**src/rtl/ysyx_22040237_mdu_ctrl.sv**
```systemverilog
// Purpose: RV64M multiply/divide sequencer (shift-add multiplier, restoring divider), one op in flight.
// Latency: accept to resp_valid_o is N+2 cycles (N=64, or 32 for word ops); divide-by-zero/overflow is 1 cycle.
// Backpressure: result is held in DONE until resp_ready_i; req_ready_o is low whenever busy_o is high.
module ysyx_22040237_mdu_ctrl #(
   parameter int XLEN = 64
) (
   input  logic            clk,
   input  logic            rst,
   input  logic            req_valid_i,
   output logic            req_ready_o,
   input  logic [2:0]      op_i,
   input  logic            wop_i,
   input  logic [XLEN-1:0] op1_i,
   input  logic [XLEN-1:0] op2_i,
   input  logic [4:0]      rd_idx_i,
   input  logic            flush_i,
   output logic            resp_valid_o,
   input  logic            resp_ready_i,
   output logic [XLEN-1:0] res_o,
   output logic [4:0]      rd_idx_o,
   output logic            rd_wr_en_o,
   output logic            busy_o
);
   localparam int DW = 2 * XLEN;

   typedef enum logic [1:0] {S_IDLE, S_CALC, S_FIX, S_DONE} state_t;

   state_t          state_q, state_d;
   logic [5:0]      cnt_q, cnt_d;
   logic [2:0]      op_q, op_d;
   logic            wop_q, wop_d;
   logic            neg_q, neg_d;
   logic [4:0]      rd_q, rd_d;
   logic [XLEN-1:0] a_q, a_d;     // multiplier (shifts right) / dividend shifting out, quotient shifting in
   logic [DW-1:0]   b_q, b_d;     // multiplicand (shifts left) / divisor in the low half
   logic [DW-1:0]   acc_q, acc_d; // product / partial remainder in the low half
   logic [XLEN-1:0] res_q, res_d;

   logic            wop_eff, s1_signed, s2_signed, s1, s2, neg_in, div_zero, div_ovf;
   logic [XLEN-1:0] op1_ext, op2_ext, mag1, mag2, spec_res;
   logic [XLEN:0]   rem_sh, rem_diff;
   logic [DW-1:0]   prod_fix;
   logic [XLEN-1:0] quot_fix, rem_fix, sel_res;

   function automatic logic [XLEN-1:0] sext32(input logic [31:0] v);
      return {{(XLEN-32){v[31]}}, v};
   endfunction

   // Operand preparation: width/sign extension, magnitudes, result sign and special-case detection.
   always_comb begin
      wop_eff   = wop_i & (op_i[2] | (op_i[1:0] == 2'b00));
      s1_signed = op_i[2] ? ~op_i[0] : (op_i[1:0] != 2'b11);
      s2_signed = op_i[2] ? ~op_i[0] : ~op_i[1];
      op1_ext   = op1_i;
      op2_ext   = op2_i;
      if (wop_eff) begin
         op1_ext = s1_signed ? sext32(op1_i[31:0]) : {{(XLEN-32){1'b0}}, op1_i[31:0]};
         op2_ext = s2_signed ? sext32(op2_i[31:0]) : {{(XLEN-32){1'b0}}, op2_i[31:0]};
      end
      s1       = s1_signed & op1_ext[XLEN-1];
      s2       = s2_signed & op2_ext[XLEN-1];
      mag1     = s1 ? -op1_ext : op1_ext;
      mag2     = s2 ? -op2_ext : op2_ext;
      // remainder takes the dividend's sign; everything else the product/quotient sign
      neg_in   = (op_i[2] & op_i[1]) ? s1 : (s1 ^ s2);
      div_zero = op_i[2] & (op2_ext == '0);
      if (wop_eff)
         div_ovf = op_i[2] & ~op_i[0] & (op1_i[31:0] == 32'h8000_0000) & (op2_i[31:0] == 32'hFFFF_FFFF);
      else
         div_ovf = op_i[2] & ~op_i[0] & (op1_i == {1'b1, {(XLEN-1){1'b0}}}) & (op2_i == '1);
      if (div_zero)
         spec_res = op_i[1] ? op1_ext : '1;
      else
         spec_res = op_i[1] ? '0 : op1_ext;
      if (wop_eff)
         spec_res = sext32(spec_res[31:0]);
   end

   // Next-state, iteration datapath and result fix-up.
   always_comb begin
      state_d  = state_q;
      cnt_d    = cnt_q;
      op_d     = op_q;
      wop_d    = wop_q;
      neg_d    = neg_q;
      rd_d     = rd_q;
      a_d      = a_q;
      b_d      = b_q;
      acc_d    = acc_q;
      res_d    = res_q;
      rem_sh   = {acc_q[XLEN-1:0], a_q[XLEN-1]};
      rem_diff = rem_sh - {1'b0, b_q[XLEN-1:0]};
      prod_fix = neg_q ? -acc_q : acc_q;
      quot_fix = neg_q ? -a_q : a_q;
      rem_fix  = neg_q ? -acc_q[XLEN-1:0] : acc_q[XLEN-1:0];
      case (op_q)
         3'b000:                 sel_res = prod_fix[XLEN-1:0];
         3'b001, 3'b010, 3'b011: sel_res = prod_fix[DW-1:XLEN];
         3'b100, 3'b101:         sel_res = quot_fix;
         default:                sel_res = rem_fix;
      endcase
      if (wop_q)
         sel_res = sext32(sel_res[31:0]);

      case (state_q)
         S_IDLE: begin
            if (req_valid_i && !flush_i) begin
               op_d  = op_i;
               wop_d = wop_eff;
               neg_d = neg_in;
               rd_d  = rd_idx_i;
               cnt_d = wop_eff ? 6'd31 : 6'd63;
               acc_d = '0;
               b_d   = {{XLEN{1'b0}}, mag2};
               // word divides align the 32-bit dividend to the top so it shifts out first
               a_d   = (op_i[2] & wop_eff) ? {mag1[31:0], {(XLEN-32){1'b0}}} : mag1;
               if (div_zero || div_ovf) begin
                  res_d   = spec_res;
                  state_d = S_DONE;
               end else begin
                  state_d = S_CALC;
               end
            end
         end
         S_CALC: begin
            if (!op_q[2]) begin
               if (a_q[0])
                  acc_d = acc_q + b_q;
               b_d = b_q << 1;
               a_d = a_q >> 1;
            end else begin
               // a negative trial difference means restore (keep the shifted remainder)
               acc_d = {{XLEN{1'b0}}, (rem_diff[XLEN] ? rem_sh[XLEN-1:0] : rem_diff[XLEN-1:0])};
               a_d   = {a_q[XLEN-2:0], ~rem_diff[XLEN]};
            end
            if (cnt_q == 6'd0)
               state_d = S_FIX;
            else
               cnt_d = cnt_q - 6'd1;
         end
         S_FIX: begin
            res_d   = sel_res;
            state_d = S_DONE;
         end
         default: begin
            if (resp_ready_i)
               state_d = S_IDLE;
         end
      endcase

      if (flush_i)
         state_d = S_IDLE;
   end

   // State and datapath registers with synchronous active-low reset.
   always_ff @(posedge clk) begin
      if (!rst) begin
         state_q <= S_IDLE;
         cnt_q   <= '0;
         op_q    <= '0;
         wop_q   <= 1'b0;
         neg_q   <= 1'b0;
         rd_q    <= '0;
         a_q     <= '0;
         b_q     <= '0;
         acc_q   <= '0;
         res_q   <= '0;
      end else begin
         state_q <= state_d;
         cnt_q   <= cnt_d;
         op_q    <= op_d;
         wop_q   <= wop_d;
         neg_q   <= neg_d;
         rd_q    <= rd_d;
         a_q     <= a_d;
         b_q     <= b_d;
         acc_q   <= acc_d;
         res_q   <= res_d;
      end
   end

   assign req_ready_o  = (state_q == S_IDLE);
   assign busy_o       = (state_q != S_IDLE);
   assign resp_valid_o = (state_q == S_DONE);
   assign rd_wr_en_o   = resp_valid_o;
   assign res_o        = res_q;
   assign rd_idx_o     = rd_q;
endmodule

```
**config.mk**
```make
export PLATFORM = sky130hd
export DESIGN_NAME = ysyx_22040237_mdu_ctrl
export DESIGN_NICKNAME = d
export VERILOG_FILES = /design/src/rtl/ysyx_22040237_mdu_ctrl.sv
export SDC_FILE = /design/constraint.sdc
export NUM_CORES = 2
export LEC_CHECK = 0
export ABC_AREA = 1
export CAP_MARGIN = 0
export CORE_UTILIZATION = 65
export CTS_CLUSTER_DIAMETER = 100
export CTS_CLUSTER_SIZE = 20
export DETAILED_ROUTE_END_ITERATION = 10
export DONT_BUFFER_PORTS = 1
export HOLD_SLACK_MARGIN = 0.06
export PLACE_DENSITY = 0.92
export SLEW_MARGIN = 20
export SYNTH_ARGS = -nofsm -noshare
export SYNTH_HDL_FRONTEND = slang
export SYNTH_SLANG_ARGS = --single-unit
```
**constraint.sdc**
```tcl
create_clock -name clk -period 3.97 [get_ports clk]
set_clock_uncertainty 0.2 [all_clocks]
set_input_delay 0.397 -clock clk [delete_from_list [all_inputs] [get_ports clk]]
set_output_delay 0.397 -clock clk [all_outputs]
set_load 0.05 [all_outputs]
```
==> results of run 1 <==
==> stage by stage <==
| stage | hold WS, ns | worst slack (ns) |
|---|---|---|
| after detailed placement | 0.251 | 0.395 |
| after global placement | 0.242 | 0.508 |
| after floorplan | 0.231 | 1.04 |
| after CTS | 0.0612 | 0.0644 |
==> layer usage <==
layer	track usage [%]	GRT overflow
met1	69.0	1
met3	57.1	6
met4	57.9	31
met2	79.0	36
met5	31.6	0
==> cell usage after synthesis (89+ instances only) <==
cell	number	share of area [%]
nand2_1	2646	21
inv_1	1006	7.9
nand3_1	811	8.5
o21ai_0	669	7.0
clkbuf_1	238	1.9
ha_1	203	5.3
xor2_1	118	2.2
nor2_1	1231	9.7
nand4_1	92	1.2
dfxtp_1	402	17
nand3b_1	89	1.4
a21oi_1	909	9.6
==> logic make-up after synthesis <==
kind of cell / Yosys count
and+or+nand+nor: 4992
AOI/OAI and AO/OA: 1819
buffers and inverters: 1332
DFF: 402
adders and majority gates: 205
xor gates and xnor gates: 171
==> timing repair <==
action / CTS
hold endpoints to repair: 170
hold buffers: 120
gates resized for setup: 0
==> qor.csv, run 1 <==
metric,value,unit
synthXorXnorAreaFrac,3.15,%
io_pins,215,
rows,98,
start_util,66.0,%
hpwl,168,mm
cts_inserted_buffers,28,
syn-num-nets,9268,
post_cts_buffers,0,
seq_area_frac_synth,16.9,%
grt_max_degree,137,
outcome,aborted with a tool error,
track_usage,66.8,%
grt_overflow,74,
async_reset_ff_share,0,%
synthSimpleGateAreaFrac,43.2,%
syn_avg_cell_area,5.33,sq um
dp_cells,9630,
synth_adder_area_share,5.43,%
port_buffers,0,
synth_ff_type,dfxtp_1,
grt_pass1_wl,384,mm
ys_seq_elements,402,
cts.htree.levels,1,
yosysWarningCount,0,
yosys-mux-area-fraction,0,%
netlist_area,47500,sq um
grt_pass1_vias,66200,
haltStage,global routing (5_1_grt),
synth_cell_type_count,47,
cts-root-buf,clkbuf_16,
clock_path_buffers,3,
tool.error,[ERROR GRT-0116] Global routing finished with congestion. Check the congestion regions in the DRC Viewer.,
synth_edf_count,0,
cts.sinks,402,
dpl_cell_area,48200,sq um
synth_top_family_by_area,simple AND/OR/NAND/NOR gates,
die_width,272,um
gp_congestion,1.46,
synth_compound_area_share,20.5,%
synthCells,8921,
die_h,272,um
==> inputs of run 2 (changes only) <==
--- a/config.mk
+++ b/config.mk
@@ -7,13 +7,10 @@
 export LEC_CHECK = 0
 export ABC_AREA = 1
 export CAP_MARGIN = 0
-export CORE_UTILIZATION = 65
-export CTS_CLUSTER_DIAMETER = 100
-export CTS_CLUSTER_SIZE = 20
+export CORE_UTILIZATION = 40
 export DETAILED_ROUTE_END_ITERATION = 10
 export DONT_BUFFER_PORTS = 1
-export HOLD_SLACK_MARGIN = 0.06
-export PLACE_DENSITY = 0.92
+export PLACE_DENSITY_LB_ADDON = 0.15
 export SLEW_MARGIN = 20
 export SYNTH_ARGS = -nofsm -noshare
 export SYNTH_HDL_FRONTEND = slang
==> run 2 against run 1 <==
Against the previous run: the flow now finishes, with violations (DRC); synthesized cell count is the same; area after synthesis unchanged.
==> qor.csv, run 2 <==
metric,value,unit
outcome,"complete, but fails checks",
violations,DRC,
synth_ff_type,dfxtp_1,
yosysTopAreaCell,nand2_1,
nets,9339,
async_reset_ff_share,0,%
syn-num-nets,9268,
die_h,347,um
ys_seq_elements,402,
yosysWarningCount,0,
die_width,347,um
final_common_cell,nand2_1,
yosys-top-cells-area,"nand2_1 (21%), dfxtp_1 (17%), nor2_1 (9.7%)",
track_usage,44.4,%
cts.htree.levels,2,
avgViaCountPerCell,6.00,
start_util,40.3,%
gp_congestion,1.13,
rsz0062_at_grt,true,
fmax,259,MHz
hold_viol_final,0,
synthCells,8921,
antenna_found_initial,17,
fillCellCount,13200,
clkTransAtPathRegs,0.08,ns
cts.sinks,402,
power_density,300,nW/um^2
netlist_area,47500,sq um
dpl_cell_area,50200,sq um
min_period,3.86,ns
area_growth_syn_to_layout,12.1,%
slew_headroom,30.0,%
hpwl,229,mm
slew_violations,0,
worst_ep_arrival_time,4.28,ns
setup_viol,0,
final.period_utilization,97.2,%
cp-end-kind,flop,
grt_pass1_wl,395,mm
wl_per_cell,26.4,um
startpoint_type,input port,
synth_cell_type_count,47,
syn_avg_cell_area,5.33,sq um
io_pins,215,
clock_path_buffers,3,
hold_class,in2reg,
drv_cap,0,
drcViolationCount,3,
ir_drop,0.351,mV
worst-setup-path-type,in2reg,
synth_most_common_cell,nand2_1,
synth_top_cells_by_count,"nand2_1 (2646), nor2_1 (1231), inv_1 (1006)",
cts_inserted_buffers,54,
coreArea,118000,sq um
rows,126,
dp_cells,10400,
fin_area,53300,sq um
routed_wl,279,mm
worst_pin_slew,1.04,ns
tritoncts,yes,
port_buffers,0,
worst-path-max-fanout,77,
grt_overflow,0,
drtAntennaViolNets,0,
reg_top3,"acc_q (128), b_q (128)",
cts-root-buf,clkbuf_16,
grt_pass1_vias,58000,
netlist.area_leader.share,20.9,%
route.vias.total,63500,
synth_edf_count,0,
drt-initial-drc-count,8834,
layout_common_cells,"nand2_1 (2636), nor2_1 (1220), inv_1 (1002)",
die_area,120000,sq um
stdcell_count,10600,
clkLatencyLatePin,0.67,ns
seq_area_frac_synth,16.9,%
firstDrtPassIters,11,
p_leak,0.0251,uW
grt_max_degree,127,
final_layout_size_suffix_gt1_share,4.47,%
required,4.39,ns
run 2: cell counts after synthesis:
No cell type changed its count.
run 2: path summary, 6_finish.rpt:
kind	cells after the start	startpoint	end	slack, ns
hold reg to reg	1	cnt_q[0]	cnt_q[0]	0.27
hold / removal	4	op1_i[17]	res_o[17]	0.01
setup / recovery	16	op1_i[31]	res_o[40]	0.11
setup reg to reg	12	op_q[2]	res_o[40]	0.13
run 2: layer usage:
| layer | track usage, % | part of all wire, % | up-vias |
|---|---|---|---|
| met1 | 58.7 | 41 | 29300 |
| li1 | - | - | 29400 |
| met2 | 64.4 | 40 | 4009 |
| met5 | 0 | 0.036 | - |
| met3 | 14.1 | 13 | 725 |
| met4 | 22.5 | 6.1 | 16 |
run 2: cell families (layout without fill, tap and decap cells):
group	after synthesis	count (layout)	share of synthesized area, %
compound gates	1819	1819	20.5
other cells	0	4	0
simple gates	4992	4992	43.2
fa+ha+maj	205	205	5.43
flops	402	402	16.9
buf+inv	1332	1447	10.8
xor+xnor	171	171	3.15
run 2: final cells by class:
cell class | instances | area [sq um] | area share, %
sequential | 402 | 8060 | 15.1
tap | 1536 | 1920 | 3.61
inverter | 1013 | 3820 | 7.16
clock buffer | 73 | 1570 | 2.94
timing repair buffer | 334 | 3050 | 5.73
multi-input combinational | 7187 | 34500 | 64.9
clock inverter | 27 | 298 | 0.559
antenna | 4 | 10.0 | 0.0188
run 2: worst max-delay path, stage by stage:
cell,delay (ns)
inv_1,0.26
nand2_1,0.13
nor2_1,0.17
nand2_1,0.17
nor3_1,0.54
nand3_1,0.13
a21oi_1,0.20
nand2_1,0.19
nand2_1,0.11
nand2_1,0.07
nand2_2,0.15
buf_16,0.30
o21ai_0,0.11
dlygate4sd3_1,0.58
a21oi_1,0.13
dlygate4sd3_1,0.58
run 2: timing repair:
action                                  4_1_cts  5_1_grt
endpoints found under the hold margin       204        0
buffers inserted                              0        1
hold buffers                                104        0
resized for setup                             0       28
endpoints found under the setup margin        0       34
run 2: where the power goes:
part / internal [uW] / switching, uW
clock: 3040 / 2280
combinational: 1630 / 4440
sequential: 4200 / 394
total: 8870 / 7110
run 2: per-stage QoR:
step,total power [uW],util (%),hold WS (ns),setup WS [ns],TNS (ns)
2_1_floorplan,8090,-,0.231,1.04,0
3_3_place_gp,10300,42.6,0.246,-0.0178,-0.0178
3_5_place_dp,10300,42.6,0.256,0.0890,0
4_1_cts,15700,45.1,0.00150,0.0445,0
5_1_grt,16500,45.2,0.0554,-0.0178,-0.0178
6_report,16000,45.2,0.0122,0.110,0
Note: power is estimated with default switching activity, not from simulation.
